===== config.mk =====
export PLATFORM = sky130hd
export DESIGN_NAME = pipelined_shifter_flat
export DESIGN_NICKNAME = d
export VERILOG_FILES = /design/src/rtl/pipelined_shifter_if.sv /design/src/rtl/pipelined_shifter.sv /design/src/flat_wrapper.sv
export SDC_FILE = /design/constraint.sdc
export NUM_CORES = 1
export LEC_CHECK = 0
export CAP_MARGIN = 20
export CORE_MARGIN = 2
export CORE_UTILIZATION = 50
export CTS_CLUSTER_SIZE = 8
export DETAILED_ROUTE_END_ITERATION = 8
export PLACE_DENSITY_LB_ADDON = 0.1
export SLEW_MARGIN = 20
export SYNTH_ARGS = -nofsm -noshare
export SYNTH_HDL_FRONTEND = slang
export SYNTH_SLANG_ARGS = --single-unit

===== constraint.sdc =====
create_clock -name clock -period 3.3 [get_ports clock]
set_input_delay 0.33 -clock clock [delete_from_list [all_inputs] [get_ports clock]]
set_output_delay 0.33 -clock clock [all_outputs]
set_load 0.02 [all_outputs]

===== src/rtl/pipelined_shifter_if.sv =====
// Handshake bundle for pipelined_shifter: an input operand channel and a result channel.
// The master drives operands and accepts results; the slave is the shifter itself.
interface pipelined_shifter_if #(
    parameter int WIDTH = 32
);
    localparam int SHAMT_W = $clog2(WIDTH);

    logic               in_valid;
    logic               in_ready;
    logic [WIDTH-1:0]   in_data;
    logic [SHAMT_W-1:0] in_shamt;
    logic [1:0]         in_mode;
    logic               out_valid;
    logic               out_ready;
    logic [WIDTH-1:0]   out_data;

    modport master (
        output in_valid,
        output in_data,
        output in_shamt,
        output in_mode,
        output out_ready,
        input  in_ready,
        input  out_valid,
        input  out_data
    );

    modport slave (
        input  in_valid,
        input  in_data,
        input  in_shamt,
        input  in_mode,
        input  out_ready,
        output in_ready,
        output out_valid,
        output out_data
    );
endinterface


===== src/rtl/pipelined_shifter.sv =====
// Barrel shifter split into log2(WIDTH) registered stages (SLL/SRL/SRA/ROL) with valid/ready flow control.
// Define PIPELINED_SHIFTER_ROTATE_EN to build ROL; otherwise mode 11 flows through and yields zero.
module pipelined_shifter #(
    parameter int WIDTH = 32
) (
    input logic                clock,
    input logic                reset,
    pipelined_shifter_if.slave bus
);
    localparam int SHAMT_W = $clog2(WIDTH);
    localparam int LAST    = SHAMT_W - 1;

    localparam logic [1:0] MODE_SLL = 2'b00;
    localparam logic [1:0] MODE_SRL = 2'b01;
    localparam logic [1:0] MODE_SRA = 2'b10;
    localparam logic [1:0] MODE_ROL = 2'b11;

    logic [WIDTH-1:0]   data_q  [SHAMT_W];
    logic [WIDTH-1:0]   data_d  [SHAMT_W];
    logic [1:0]         mode_q  [SHAMT_W];
    logic [1:0]         mode_d  [SHAMT_W];
    logic [SHAMT_W-1:0] shamt_q [SHAMT_W];
    logic [SHAMT_W-1:0] shamt_d [SHAMT_W];
    logic [SHAMT_W-1:0] valid_q;
    logic [SHAMT_W-1:0] valid_d;
    logic [SHAMT_W-1:0] sign_q;
    logic [SHAMT_W-1:0] sign_d;

    logic               stall;
    logic               accept;
    logic [WIDTH-1:0]   operand;

    function automatic logic [WIDTH-1:0] stage_shift(
        input logic [WIDTH-1:0] value,
        input logic [1:0]       mode,
        input logic             sign,
        input logic             enable,
        input int               k
    );
        int amt;
        logic [WIDTH-1:0] result;
        amt    = 1 << k;
        result = value;
        if (enable) begin
            case (mode)
                MODE_SLL: result = value << amt;
                MODE_SRL: result = value >> amt;
                MODE_SRA: result = (value >> amt) | ({WIDTH{sign}} & ~({WIDTH{1'b1}} >> amt));
`ifdef PIPELINED_SHIFTER_ROTATE_EN
                MODE_ROL: result = (value << amt) | (value >> (WIDTH - amt));
`endif
                default:  result = '0;
            endcase
        end
        return result;
    endfunction

    assign stall        = valid_q[LAST] && !bus.out_ready;
    assign accept       = bus.in_valid && bus.in_ready;
    assign bus.in_ready = !stall && !reset;
    assign bus.out_valid = valid_q[LAST];
    assign bus.out_data  = data_q[LAST];

    // Without rotate support the operand is zeroed at entry, so mode 11 carries zero through every stage.
`ifdef PIPELINED_SHIFTER_ROTATE_EN
    assign operand = bus.in_data;
`else
    assign operand = (bus.in_mode == MODE_ROL) ? '0 : bus.in_data;
`endif

    always_comb begin
        valid_d = valid_q;
        sign_d  = sign_q;
        for (int k = 0; k < SHAMT_W; k++) begin
            data_d[k]  = data_q[k];
            mode_d[k]  = mode_q[k];
            shamt_d[k] = shamt_q[k];
        end
        if (!stall) begin
            valid_d[0] = accept;
            mode_d[0]  = bus.in_mode;
            shamt_d[0] = bus.in_shamt;
            sign_d[0]  = bus.in_data[WIDTH-1];
            data_d[0]  = stage_shift(operand, bus.in_mode, bus.in_data[WIDTH-1], bus.in_shamt[0], 0);
            for (int k = 1; k < SHAMT_W; k++) begin
                valid_d[k] = valid_q[k-1];
                mode_d[k]  = mode_q[k-1];
                shamt_d[k] = shamt_q[k-1];
                sign_d[k]  = sign_q[k-1];
                data_d[k]  = stage_shift(data_q[k-1], mode_q[k-1], sign_q[k-1], shamt_q[k-1][k], k);
            end
        end
    end

    always_ff @(posedge clock) begin
        if (reset) begin
            valid_q <= '0;
            sign_q  <= '0;
            for (int k = 0; k < SHAMT_W; k++) begin
                data_q[k]  <= '0;
                mode_q[k]  <= '0;
                shamt_q[k] <= '0;
            end
        end else begin
            valid_q <= valid_d;
            sign_q  <= sign_d;
            for (int k = 0; k < SHAMT_W; k++) begin
                data_q[k]  <= data_d[k];
                mode_q[k]  <= mode_d[k];
                shamt_q[k] <= shamt_d[k];
            end
        end
    end
endmodule


===== src/flat_wrapper.sv =====
// flat-port wrapper written by rule: the top's interface ports become plain ports
module pipelined_shifter_flat 
#(
    parameter int WIDTH = 32
)
  (clock, reset, bus_in_valid, bus_in_data, bus_in_shamt, bus_in_mode, bus_out_ready, bus_in_ready, bus_out_valid, bus_out_data);
  pipelined_shifter_if #(.WIDTH(WIDTH)) bus_i ();
  input logic clock;
  input logic reset;
  input wire logic [$bits(bus_i.in_valid)-1:0] bus_in_valid;
  input wire logic [$bits(bus_i.in_data)-1:0] bus_in_data;
  input wire logic [$bits(bus_i.in_shamt)-1:0] bus_in_shamt;
  input wire logic [$bits(bus_i.in_mode)-1:0] bus_in_mode;
  input wire logic [$bits(bus_i.out_ready)-1:0] bus_out_ready;
  output wire logic [$bits(bus_i.in_ready)-1:0] bus_in_ready;
  output wire logic [$bits(bus_i.out_valid)-1:0] bus_out_valid;
  output wire logic [$bits(bus_i.out_data)-1:0] bus_out_data;
  assign bus_i.in_valid = bus_in_valid;
  assign bus_i.in_data = bus_in_data;
  assign bus_i.in_shamt = bus_in_shamt;
  assign bus_i.in_mode = bus_in_mode;
  assign bus_i.out_ready = bus_out_ready;
  assign bus_in_ready = bus_i.in_ready;
  assign bus_out_valid = bus_i.out_valid;
  assign bus_out_data = bus_i.out_data;
  pipelined_shifter #(.WIDTH(WIDTH)) u_core (.clock(clock), .reset(reset), .bus(bus_i));
endmodule

Word-level counts from Yosys, hierarchy flattened:

Memories as Yosys holds them, arrays and structs flattened.
Index checks and enable logic that the tools add are counted.

* register bits after elaboration: 9
* memory bits (writable): 195
* bits of input ports: 43
* output and inout bits: 34
* logic and storage cells: 81
* memories: 3

Memory list
* u_core.data_q: words 5, width 32, rd ports 5, clocked after Yosys merged registers in 0, wr ports 5, line pipelined_shifter.sv:18 `logic [WIDTH-1:0] data_q [SHAMT_W];`
* u_core.shamt_q: words 5, width 5, rd ports 4, clocked after Yosys merged registers in 0, wr ports 5, line pipelined_shifter.sv:22 `logic [SHAMT_W-1:0] shamt_q [SHAMT_W];`
* u_core.mode_q: words 5, width 2, rd ports 4, clocked after Yosys merged registers in 0, wr ports 5, line pipelined_shifter.sv:20 `logic [1:0] mode_q [SHAMT_W];`

* equal/unequal tests: 12
* multiplexer cells: 32
* bitwise logic cells: 20
* reductions and logical operators: 12

Operators by type and width (count)
* case mux 32 bit (3 select lines): 5
* 2-to-1 mux 32 bit: 11
* 2-to-1 mux 160 bit: 1
* bitwise OR 16 x 32 -> 32 bit: 1
* bitwise OR 24 x 32 -> 32 bit: 1
* bitwise OR 28 x 32 -> 32 bit: 1
* bitwise OR 30 x 32 -> 32 bit: 1
* bitwise OR 31 x 32 -> 32 bit: 1
* 2-to-1 mux 25 bit: 1
* 2-to-1 mux 5 bit: 5
* bitwise OR 1 bit: 15
* == test 2 bit, second input constant: 6
* == test 2 x 1 -> 1 bit, second input constant: 5
* logical NOT 2 bit: 5
* 2-to-1 mux 10 bit: 1
* 2-to-1 mux 2 bit: 5
* logical AND 1 bit: 3
* logical NOT 1 bit: 3
* 2-to-1 mux 1 bit: 3
* AND reduction 2 bit: 1
* != test 1 bit, second input constant: 1

Logic depth before layout (Yosys ltp):

* word-level depth: 7
* mapped depth: 6
* depth with buffers taken out: 4

Worst setup path before layout:

No wires, ideal clock.

* kind: register to output
* start: reg u_core.valid_q[4]
* end: out bus_in_ready
* arrival time: 1.251 ns
* required time: 2.970 ns
* setup slack: 1.719 ns
* stages on the path, launching flop included: 6
* path buffers: 2
* cells stage by stage: dfxtp_1 > nor2b_2 > or2_1 > buf_6 > inv_2 > buf_2

* cells in the longest elaborated chain, start to end: 3

RTL lines
* from (decl): line pipelined_shifter.sv:24 `logic [SHAMT_W-1:0] valid_q;`
* from (signal assigned): line pipelined_shifter.sv:105 `valid_q <= valid_d;`
* logical AND 1 bit: line pipelined_shifter.sv:58 `assign stall = valid_q[LAST] && !bus.out_ready;`
* logical NOT 1 bit: line pipelined_shifter.sv:60 `assign bus.in_ready = !stall && !reset;`
* logical AND 1 bit: line pipelined_shifter.sv:60
* to (decl): line flat_wrapper.sv:15 `output wire logic [$bits(bus_i.in_ready)-1:0] bus_in_ready;`

No other way between the ends.

Worst setup path after layout:

* start: in bus_out_ready
* end: out bus_in_ready

* cells in the longest elaborated chain, start to end: 4

RTL lines
* from (decl): line flat_wrapper.sv:14 `input wire logic [$bits(bus_i.out_ready)-1:0] bus_out_ready;`
* logical NOT 1 bit: line pipelined_shifter.sv:58
* logical AND 1 bit: line pipelined_shifter.sv:58
* logical NOT 1 bit: line pipelined_shifter.sv:60
* logical AND 1 bit: line pipelined_shifter.sv:60

No other way between the ends.

==> qor.yml <==
drt:
  drt_iter0_markers: 756
  drc: 0
  routed_wl_um: 23300
  dr.pass1.iters: 5
  wl_per_cell_um: 17.4
  vias: 7972
  ant_nets: 0
  vias_per_cell: 5.96
worst_setup_path:
  crit_path_end_kind: "output port"
  cp.arrival_ns: 1.93
  start_kind: "input port"
  required_ns: 2.97
  reg2reg_slack_ns: 1.13
  critPathKind: "input port to output port"
  crit_fanout: 3
final_layout:
  seq_area_mm2: 0.00392
  fin_util: 0.567
  layout.nets: 1108
  final_area_mm2: 0.0107
  antenna_cells: 0
  multiInputGateArea_mm2: 0.00488
  drive_gt1_frac: 0.0864
  area_growth_pct: 10.6
  nFillCells: 1688
synth:
  netlist_area_mm2: 0.00965
  seq_area_frac_synth: 0.407
  syn_nets: 1137
  synth.distinct_cells: 42
  synth_edf_count: 18
  yosysWarningCount: 0
  ys_dominant_reg_cell: "dfxtp_1"
  async_reset_ff_frac: 0
  synthCells: 1094
  avgSynthCellArea_um2: 8.82
  synth_seq_cells: 187
clock_network:
  numCtsBuffers: 17
  cts_tree: "done"
  clk_latency_ns: 0.44
  clock-sinks: 187
  clk_pin_slew_worst_paths_ns: 0.08
  clockRootBuffer: "clkbuf_16"
  cts_resized: 0
  postCtsSetupBuffers: 0
  cts.path.max_buffers: 2
  cts-hold-fix-buffers: 0
  htreeDepth: 4
die:
  die_area_mm2: 0.0204
  die_width_um: 143
  rows: 50
  coreArea_mm2: 0.0188
  io_pins: 77
  die_y_um: 143
  start_util: 0.512
outcome:
  status: "finished clean"
timing:
  timing.final.crit_period_ns: 2.26
  tightest_slew_ns: 0.997
  finalHoldViolCount: 0
  slew_violations: 0
  setup_viol: 0
  relSlewSlack: 0.334
  fmax_ghz: 0.442
  final.setup.tns_ns: 0
  fin_crit_sh: 0.686
  rsz0062_at_grt: "no"
  skew_ns: 0.0130
global_route:
  grt_max_degree: 129
  grt_pass1_vias: 7167
  antenna_found_initial: 0
  track_usage: 0.233
  grt_overflow: 0
  grt_pass1_wl_um: 38300
job:
  maxCapViolations: 0
placed_design:
  gp_congestion: 0.849
  postPlaceCellArea_mm2: 0.0101
  port_buffers: 76
  hpwl_um: 15300
power_and_ir_drop:
  vdd_drop_max_mv: 0.357
  power_density_mw_per_mm2: 487
  static-leakage-power_nw: 3.62
worst_hold_path:
  hold_path_class: "input port to register"
[where the power goes]
part / leakage (nW) / internal (mW) / switching [mW]
Combinational: 1.73 / 0.270 / 0.330
Sequential: 1.60 / 2.41 / 0.135
Clock: 0.286 / 1.16 / 0.890
[worst max-delay path, cell delays in order]
cell and delay [ns]:
clkdlybuf4s50_1 0.54, nor2b_2 0.09, or2_4 0.25, inv_2 0.11, clkdlybuf4s50_1 0.61
[path summary, 6_finish.rpt]
kind,start,to,depth (start not counted)
max,bus_out_ready,bus_in_ready,5
min,bus_in_shamt[0],u_core.data_q[0][11],3
max reg2reg,u_core.mode_q[0][5],u_core.data_q[0][109],3
min reg2reg,u_core.data_q[0][155],u_core.data_q[0][155],2
[registers in the layout, indices dropped and copies added (netlist names)]
register,cells
u_core.mode_q,8
u_core.shamt_q,10
u_core.valid_q,5
u_core.sign_q,4
u_core.data_q,160
[layer usage]
layer / global-route usage / vias up / share of wire
li1: - / 3938 / -
met1: 0.315 / 3799 / 0.46
met2: 0.379 / 207 / 0.48
met3: 0.0409 / 28 / 0.040
met4: 0.0750 / 0 / 0.020
met5: 0 / - / 0
[synthesized netlist by cell type (all sizes together) (28+ instances only)]
cell,instances,share of area
clkbuf,52,0.020
a221oi,68,0.062
dfxtp,169,0.35
nor2b,89,0.058
o21ai,93,0.048
nor3,57,0.030
buf,91,0.064
nor2,102,0.040
nand2,97,0.038
a32o,28,0.029
mux2i,31,0.032
o31ai,62,0.060
[cell families after synthesis]
logic type / after synthesis / share of synthesized area
and+or+nand+nor: 370 / 0.184
AOI/OAI and AO/OA: 344 / 0.281
DFF: 187 / 0.407
buffers and inverters: 158 / 0.0904
muxes: 31 / 0.0322
xor gates and xnor gates: 4 / 0.00519
[stage by stage]
stage | power [mW] | setup WS, ns | hold WS [ns] | instances
final | 5.19 | 1.04 | 0.316 | 1337
after global routing | 5.38 | 0.975 | 0.321 | 1337
after CTS | 5.21 | 1.02 | 0.310 | 1337
after detailed placement | 3.19 | 1.03 | 0.440 | 1306
after global placement | 3.18 | 1.03 | 0.434 | 1306
after floorplan | 3.00 | 1.72 | 0.426 | 1094
[cell type report]
class / count / area share
inverter: 15 / 0.00528
tap: 260 / 0.0305
clock inverter: 11 / 0.0109
multi-input combinational: 749 / 0.457
timing repair buffer: 95 / 0.0851
sequential: 187 / 0.368
clock buffer: 20 / 0.0429
[placed cells by master, fill, tap and decap left out, types with 16 or more instances in the layout]
master           instances
buf_4                   17
o21ai_0                 87
a2bb2oi_1               20
mux2i_1                 31
a221oi_1                68
a221o_1                 16
clkdlybuf4s50_1         72
a22o_1                  21
a32o_1                  28
nor3_1                  56
edfxtp_1                18
nor2_1                 100
and2_1                  16
nor2b_1                 88
nand2_1                 97
clkbuf_16               18
a31oi_1                 16
o31ai_2                 23
dfxtp_1                169
o31ai_1                 39
Power figures use the tool's default switching activity.
==> patch 1: new RTL, same flow settings <==
Add a define of `PIPELINED_SHIFTER_ROTATE_EN`.
--- a/src/rtl/pipelined_shifter.sv
+++ b/src/rtl/pipelined_shifter.sv
@@ -1,4 +1,6 @@
 // Barrel shifter split into log2(WIDTH) registered stages (SLL/SRL/SRA/ROL) with valid/ready flow control.
 // Define PIPELINED_SHIFTER_ROTATE_EN to build ROL; otherwise mode 11 flows through and yields zero.
+`define PIPELINED_SHIFTER_ROTATE_EN
+
 module pipelined_shifter #(
     parameter int WIDTH = 32
Function: same outputs for any inputs over 4 cycles, from zero or initial values and one cycle with reset high; that may be too few to reach the edited logic, so the function may still have changed.
==> patch 1 against the unedited design <==
- routed wire length shrank 11%
- area after synthesis shrank 7.8%
- design area shrank 5.8%
- highest routed layer unchanged
- largest power group unchanged
- sequential cell count is the same
- largest cell class unchanged
- total power grew 0.99%
- critical endpoint unchanged
- maximum frequency shrank 2.2%
- combinational power grew 7.3%
- global-route usage shrank 0.56 points
- hold slack gained 0.14 ns
- worst setup slack lost 0.051 ns
==> patch 1: results (changes against the unedited design) <==
pre-CTS setup slack: 0.962 ns (-0.0691 ns)
largest net degree at the start of global routing: 168 (+30%)
Initial DRC Count: 494 (-35%)
min-delay worst type: flip-flop to flip-flop
Synth area leaders: dfxtp_1 38%, a22o_1 10%, nand2_1 8.9%, edfxtp_1 6.1%, o21ai_0 6.0%
critical path's largest stage delay: 0.54 ns (-0.07 ns)
Cell Count Post-Placement: 1283 (-1.8%)
crit path max fanout: 21 (+18)
Max VDD drop: 0.362 mV (+1.6%)
H-tree Lvls: 4 (unchanged)
Max Clock Skew: 0.00709 ns (-0.00591 ns)
Filler cells: 1600 (-5.2%)
multiplexer share of the synthesized area: 0.0349 (+0.00270)
clock slew at reported path FFs: 0.07 ns
Clock Tree Buf Depth: 2 (unchanged)
GRT Resource Usage Total: 0.227 (-0.00556)
r2r worst-path depth: 5 (+2)
Slowest-stage cell, CP: clkdlybuf4s50_1
first-pass GRT wire length: 33900 um (-12%)
adder-cell share of the synthesized area: 0.00112 (+0.00112)
HPWL after detailed placement: 14000 um (-8.7%)
Synth Area in XOR/XNOR: 0.0138 (+0.00859)
leak pwr: 3.80 nW (+5.0%)
WL per Instance: 15.8 um (-9.6%)
DR vias/cell: 5.59 (-6.2%)
number of CTS-inserted buffers: 17 (unchanged)
worst r2r src: u_core.mode_q[0][0]$_SDFFCE_PN0P_
most common cell in the netlist: nand2_1
hold path cells: 2 (-1)
Primary FF master, synth: dfxtp_1
top flop regs: u_core.data_q x160, u_core.shamt_q x10, u_core.mode_q x8
Area growth syn-to-layout: 12.9%
Post-Syn Instances: 1088 (-0.55%)
RR Endpoint: u_core.data_q[0][45]$_SDFFE_PP0N_
CP delay by family, top: buffers and inverters
vias in the first global route: 6541 (-8.7%)
routability congestion estimate: 0.789 (-7.1%)
slew margin rel.: 0.365 (+0.0300)
register area share after synthesis: 0.441 (+0.0342)
Crit path arrival time: 1.98 ns (+0.05 ns)
Placed Area: 9460 sq um (-6.3%)
Synth top cells by count: 212 x nand2_1, 169 x dfxtp_1, 106 x o21ai_0
worst reg2reg setup slack: 1.22 ns (+0.09 ns)
Synth Area in Compound Gates: 0.268 (-0.0129)
status: finished clean
WHS Endpoint: u_core.data_q[0][136]$_SDFFE_PP0N_
min-delay src: u_core.data_q[0][136]$_SDFFE_PP0N_
layout cell share with drive strength beyond 1: 0.0532 (-0.0331)
final WL: 20700 um (-11%)
post-synth cell types: 34 (-19%)
Yosys warning total: 0 (unchanged)
hold slack: 0.452 ns (+0.136 ns)
==> patch 1: cell types whose count changed after synthesis, moves of 16 or more <==
| cell | before | now |
|---|---|---|
| nand2_1 | 97 | 212 |
| a21oi_1 | 0 | 84 |
| a22o_1 | 21 | 105 |
| a221oi_1 | 68 | 8 |
| nor3_1 | 57 | 0 |
| nor2b_1 | 88 | 35 |
| a31oi_1 | 16 | 68 |
| o31ai_1 | 39 | 1 |
| a32o_1 | 28 | 0 |
| o31ai_2 | 23 | 0 |
| a2bb2oi_1 | 20 | 0 |
| o21ai_0 | 87 | 106 |
| a221o_1 | 16 | 0 |
==> patch 1: how the worst max path moves through the flow <==
stage                                         from                                 to  slack, ns  cells after the start
finish                                       reset                       bus_in_ready       0.99                      6
global route                                 reset                       bus_in_ready       0.88                      6
CTS                                          reset                       bus_in_ready       0.97                      6
detailed placement                           reset  u_core.data_q[0][67]$_SDFFE_PP0N_       0.96                      8
global placement                             reset                       bus_in_ready       0.98                      6
floorplan           u_core.valid_q[4]$_SDFFE_PP0N_  u_core.mode_q[0][0]$_SDFFCE_PN0P_       1.82                      4
==> patch 1: cells by family (layout without fill, tap and decap cells) <==
family | after synthesis | after routing
AOI/OAI and AO/OA | 374 | 374
xor gates and xnor gates | 8 | 8
adders and majority gates | 1 | 1
buffers and inverters | 127 | 129
muxes | 31 | 31
DFF | 187 | 187
and+or+nand+nor | 360 | 360
==> patch 1: cell type report <==
cell class / instances / area share
Clock inverter: 13 / 0.0143
Inverter: 5 / 0.00212
Timing Repair Buffer: 92 / 0.0897
Sequential cell: 187 / 0.391
Multi-Input combinational cell: 774 / 0.431
Tap cell: 225 / 0.0280
Clock buffer: 19 / 0.0442
==> patch 1: report_power, final <==
group | internal [mW] | leakage (nW) | switching [mW]
Clock | 1.14 | 0.279 | 0.873
Combinational | 0.297 | 1.91 | 0.346
Sequential | 2.43 | 1.60 | 0.151
==> patch 1: worst register-to-register path: cells and delay by family, from the launching register on <==
kind / cells / cell delay, ns
xor gates and xnor gates: 1 / 0.81
DFF: 1 / 0.52
buffers and inverters: 1 / 0.28
AOI/OAI and AO/OA: 2 / 0.34
and+or+nand+nor: 1 / 0.06
==> patch 1: layer usage <==
| layer | wire length [um] | track usage | part of all wire |
|---|---|---|---|
| met1 | 9680 | 0.309 | 0.47 |
| met2 | 9850 | 0.367 | 0.48 |
| met3 | 716 | 0.0331 | 0.035 |
| met4 | 464 | 0.0865 | 0.022 |
| met5 | 0 | 0 | 0 |
==> patch 2: new RTL, same flow settings <==
Made on the original files. `WIDTH` is set to 32 in 3 places; all go to 64.
--- a/src/rtl/pipelined_shifter_if.sv
+++ b/src/rtl/pipelined_shifter_if.sv
@@ -2,5 +2,5 @@
 // The master drives operands and accepts results; the slave is the shifter itself.
 interface pipelined_shifter_if #(
-    parameter int WIDTH = 32
+    parameter int WIDTH = 64
 );
     localparam int SHAMT_W = $clog2(WIDTH);
--- a/src/rtl/pipelined_shifter.sv
+++ b/src/rtl/pipelined_shifter.sv
@@ -2,5 +2,5 @@
 // Define PIPELINED_SHIFTER_ROTATE_EN to build ROL; otherwise mode 11 flows through and yields zero.
 module pipelined_shifter #(
-    parameter int WIDTH = 32
+    parameter int WIDTH = 64
 ) (
     input logic                clock,
--- a/src/flat_wrapper.sv
+++ b/src/flat_wrapper.sv
@@ -2,5 +2,5 @@
 module pipelined_shifter_flat 
 #(
-    parameter int WIDTH = 32
+    parameter int WIDTH = 64
 )
   (clock, reset, bus_in_valid, bus_in_data, bus_in_shamt, bus_in_mode, bus_out_ready, bus_in_ready, bus_out_valid, bus_out_data);
Ports: changed (resized bus_in_data, bus_in_shamt and bus_out_data); port bits go from 77 to 142. No check against the original RTL was run, so the function may have changed too.
==> patch 2 against the unedited design <==
- largest cell class unchanged
- worst setup slack got worse by 0.055 ns
- synthesized cell count increased to 2.7 times the old value
- area after synthesis increased to 2.6 times the old value
- design area increased to 2.5 times the old value
- hold slack got worse by 0.16 ns
- utilization decreased by 1.7 points
- largest power group unchanged
- routed wire length increased to 3.1 times the old value
- sequential cell count increased by 233
- total power increased by 130%
- critical path type is now flip-flop to primary output
==> patch 2: results (changes against the unedited design) <==
status: finished clean
GR Util met3: 0.0351 (-0.00578)
number of port buffers: 141 (+86%)
Initial DRC Count: 1920 (+150%)
Placed Area: 25200 sq um (+150%)
slew margin rel.: 0.282 (-0.0527)
largest net degree at the start of global routing: 135 (+4.7%)
Synth Area in XOR/XNOR: 0.00178 (-0.00341)
Crit path arrival time: 1.99 ns (+0.06 ns)
syn_nets: 3079 (+170%)
min cycle time layout: 2.32 ns (+0.0555 ns)
RR Endpoint: u_core.data_q[0][196]$_SDFFE_PP0N_
Synth Area in Compound Gates: 0.247 (-0.0346)
r2r worst-path depth: 4 (+1)
multiplexer share of the synthesized area: 0.125 (+0.0931)
GRT Resource Usage Total: 0.277 (+0.0445)
pre-CTS setup slack: 0.946 ns (-0.0849 ns)
number of CTS-inserted buffers: 58 (+41)
crit path max fanout: 5 (+2)
Filler cells: 4541 (+170%)
fmax: 431 MHz (-2.4%)
layout cell share with drive strength beyond 1: 0.0656 (-0.0207)
register area share after synthesis: 0.341 (-0.0652)
post-synth cell types: 40 (-4.8%)
crit path from: u_core.valid_q[5]$_SDFFE_PP0N_
WL per Instance: 20.5 um (+17%)
final WL: 72300 um (+210%)
first-pass GRT wire length: 114000 um (+200%)
top flop regs: u_core.data_q x384, u_core.shamt_q x15, u_core.mode_q x10
vias in the first global route: 20.3k (+180%)
DR vias/cell: 6.24 (+4.7%)
routability congestion estimate: 0.868 (+2.2%)
Clock Tree Buf Depth: 3 (+1)
clock slew at reported path FFs: 0.05 ns (-0.03 ns)
HPWL after detailed placement: 48400 um (+220%)
Slew Limit Fails: 0 (unchanged)
worst r2r src: u_core.shamt_q[0][15]$_SDFFE_PP0N_
met3 wire length: 3940 um (+320%)
Yosys warning total: 0 (unchanged)
Clk Latency, worst-skew pair: 0.63 ns (+0.19 ns)
GR Layer Usage met1: 0.387 (+0.0720)
GRT met2 Usage: 0.446 (+0.0671)
Max Clock Skew: 0.0562 ns (+0.0432 ns)
[patch 2: cell types whose count changed after synthesis, sizes merged, moves of 64 or more]
cell	change
a211oi	+199
a21oi	+236
a221oi	+91
buf	+155
clkbuf	+98
dfxtp	+251
mux2i	+249
nand2	+101
nand3b	+203
nor2	+259
nor2b	-76
nor3	+68
o211ai	+64
o21ai	+94
[patch 2: cell families after synthesis]
| family | count (synthesis) |
|---|---|
| simple gates | 956 |
| compound gates | 903 |
| flops | 420 |
| buf+inv | 414 |
| mux | 305 |
| xor+xnor | 5 |
[patch 2: cell type report]
type                       instances  share of cell area
sequential                       420               0.315
multi-input combinational       2169               0.520
timing repair buffer             193              0.0741
clock buffer                      62              0.0555
tap                              664              0.0310
clock inverter                     3             0.00192
inverter                          18             0.00262
[patch 2: how the worst min path moves through the flow]
stage	start	endpoint	slack (ns)	cells past startpoint
after floorplan	u_core.sign_q[4]$_SDFFE_PP0N_	u_core.sign_q[4]$_SDFFE_PP0N_	0.43	2
after global placement	u_core.sign_q[4]$_SDFFE_PP0N_	u_core.sign_q[4]$_SDFFE_PP0N_	0.44	2
after detailed placement	u_core.shamt_q[0][23]$_SDFFE_PP0N_	u_core.shamt_q[0][23]$_SDFFE_PP0N_	0.44	2
after CTS	bus_in_mode[0]	u_core.mode_q[0][0]$_SDFFE_PP0N_	0.12	3
after global routing	bus_in_mode[0]	u_core.mode_q[0][0]$_SDFFE_PP0N_	0.17	3
final	bus_in_mode[0]	u_core.mode_q[0][0]$_SDFFE_PP0N_	0.16	3
[patch 2: where the power goes]
| part | leakage [nW] | switching, mW | internal [mW] |
|---|---|---|---|
| Sequential | 3.42 | 0.318 | 5.27 |
| Clock | 0.753 | 2.17 | 3.13 |
| Combinational | 4.97 | 0.633 | 0.566 |
| Total | 9.15 | 3.12 | 8.96 |
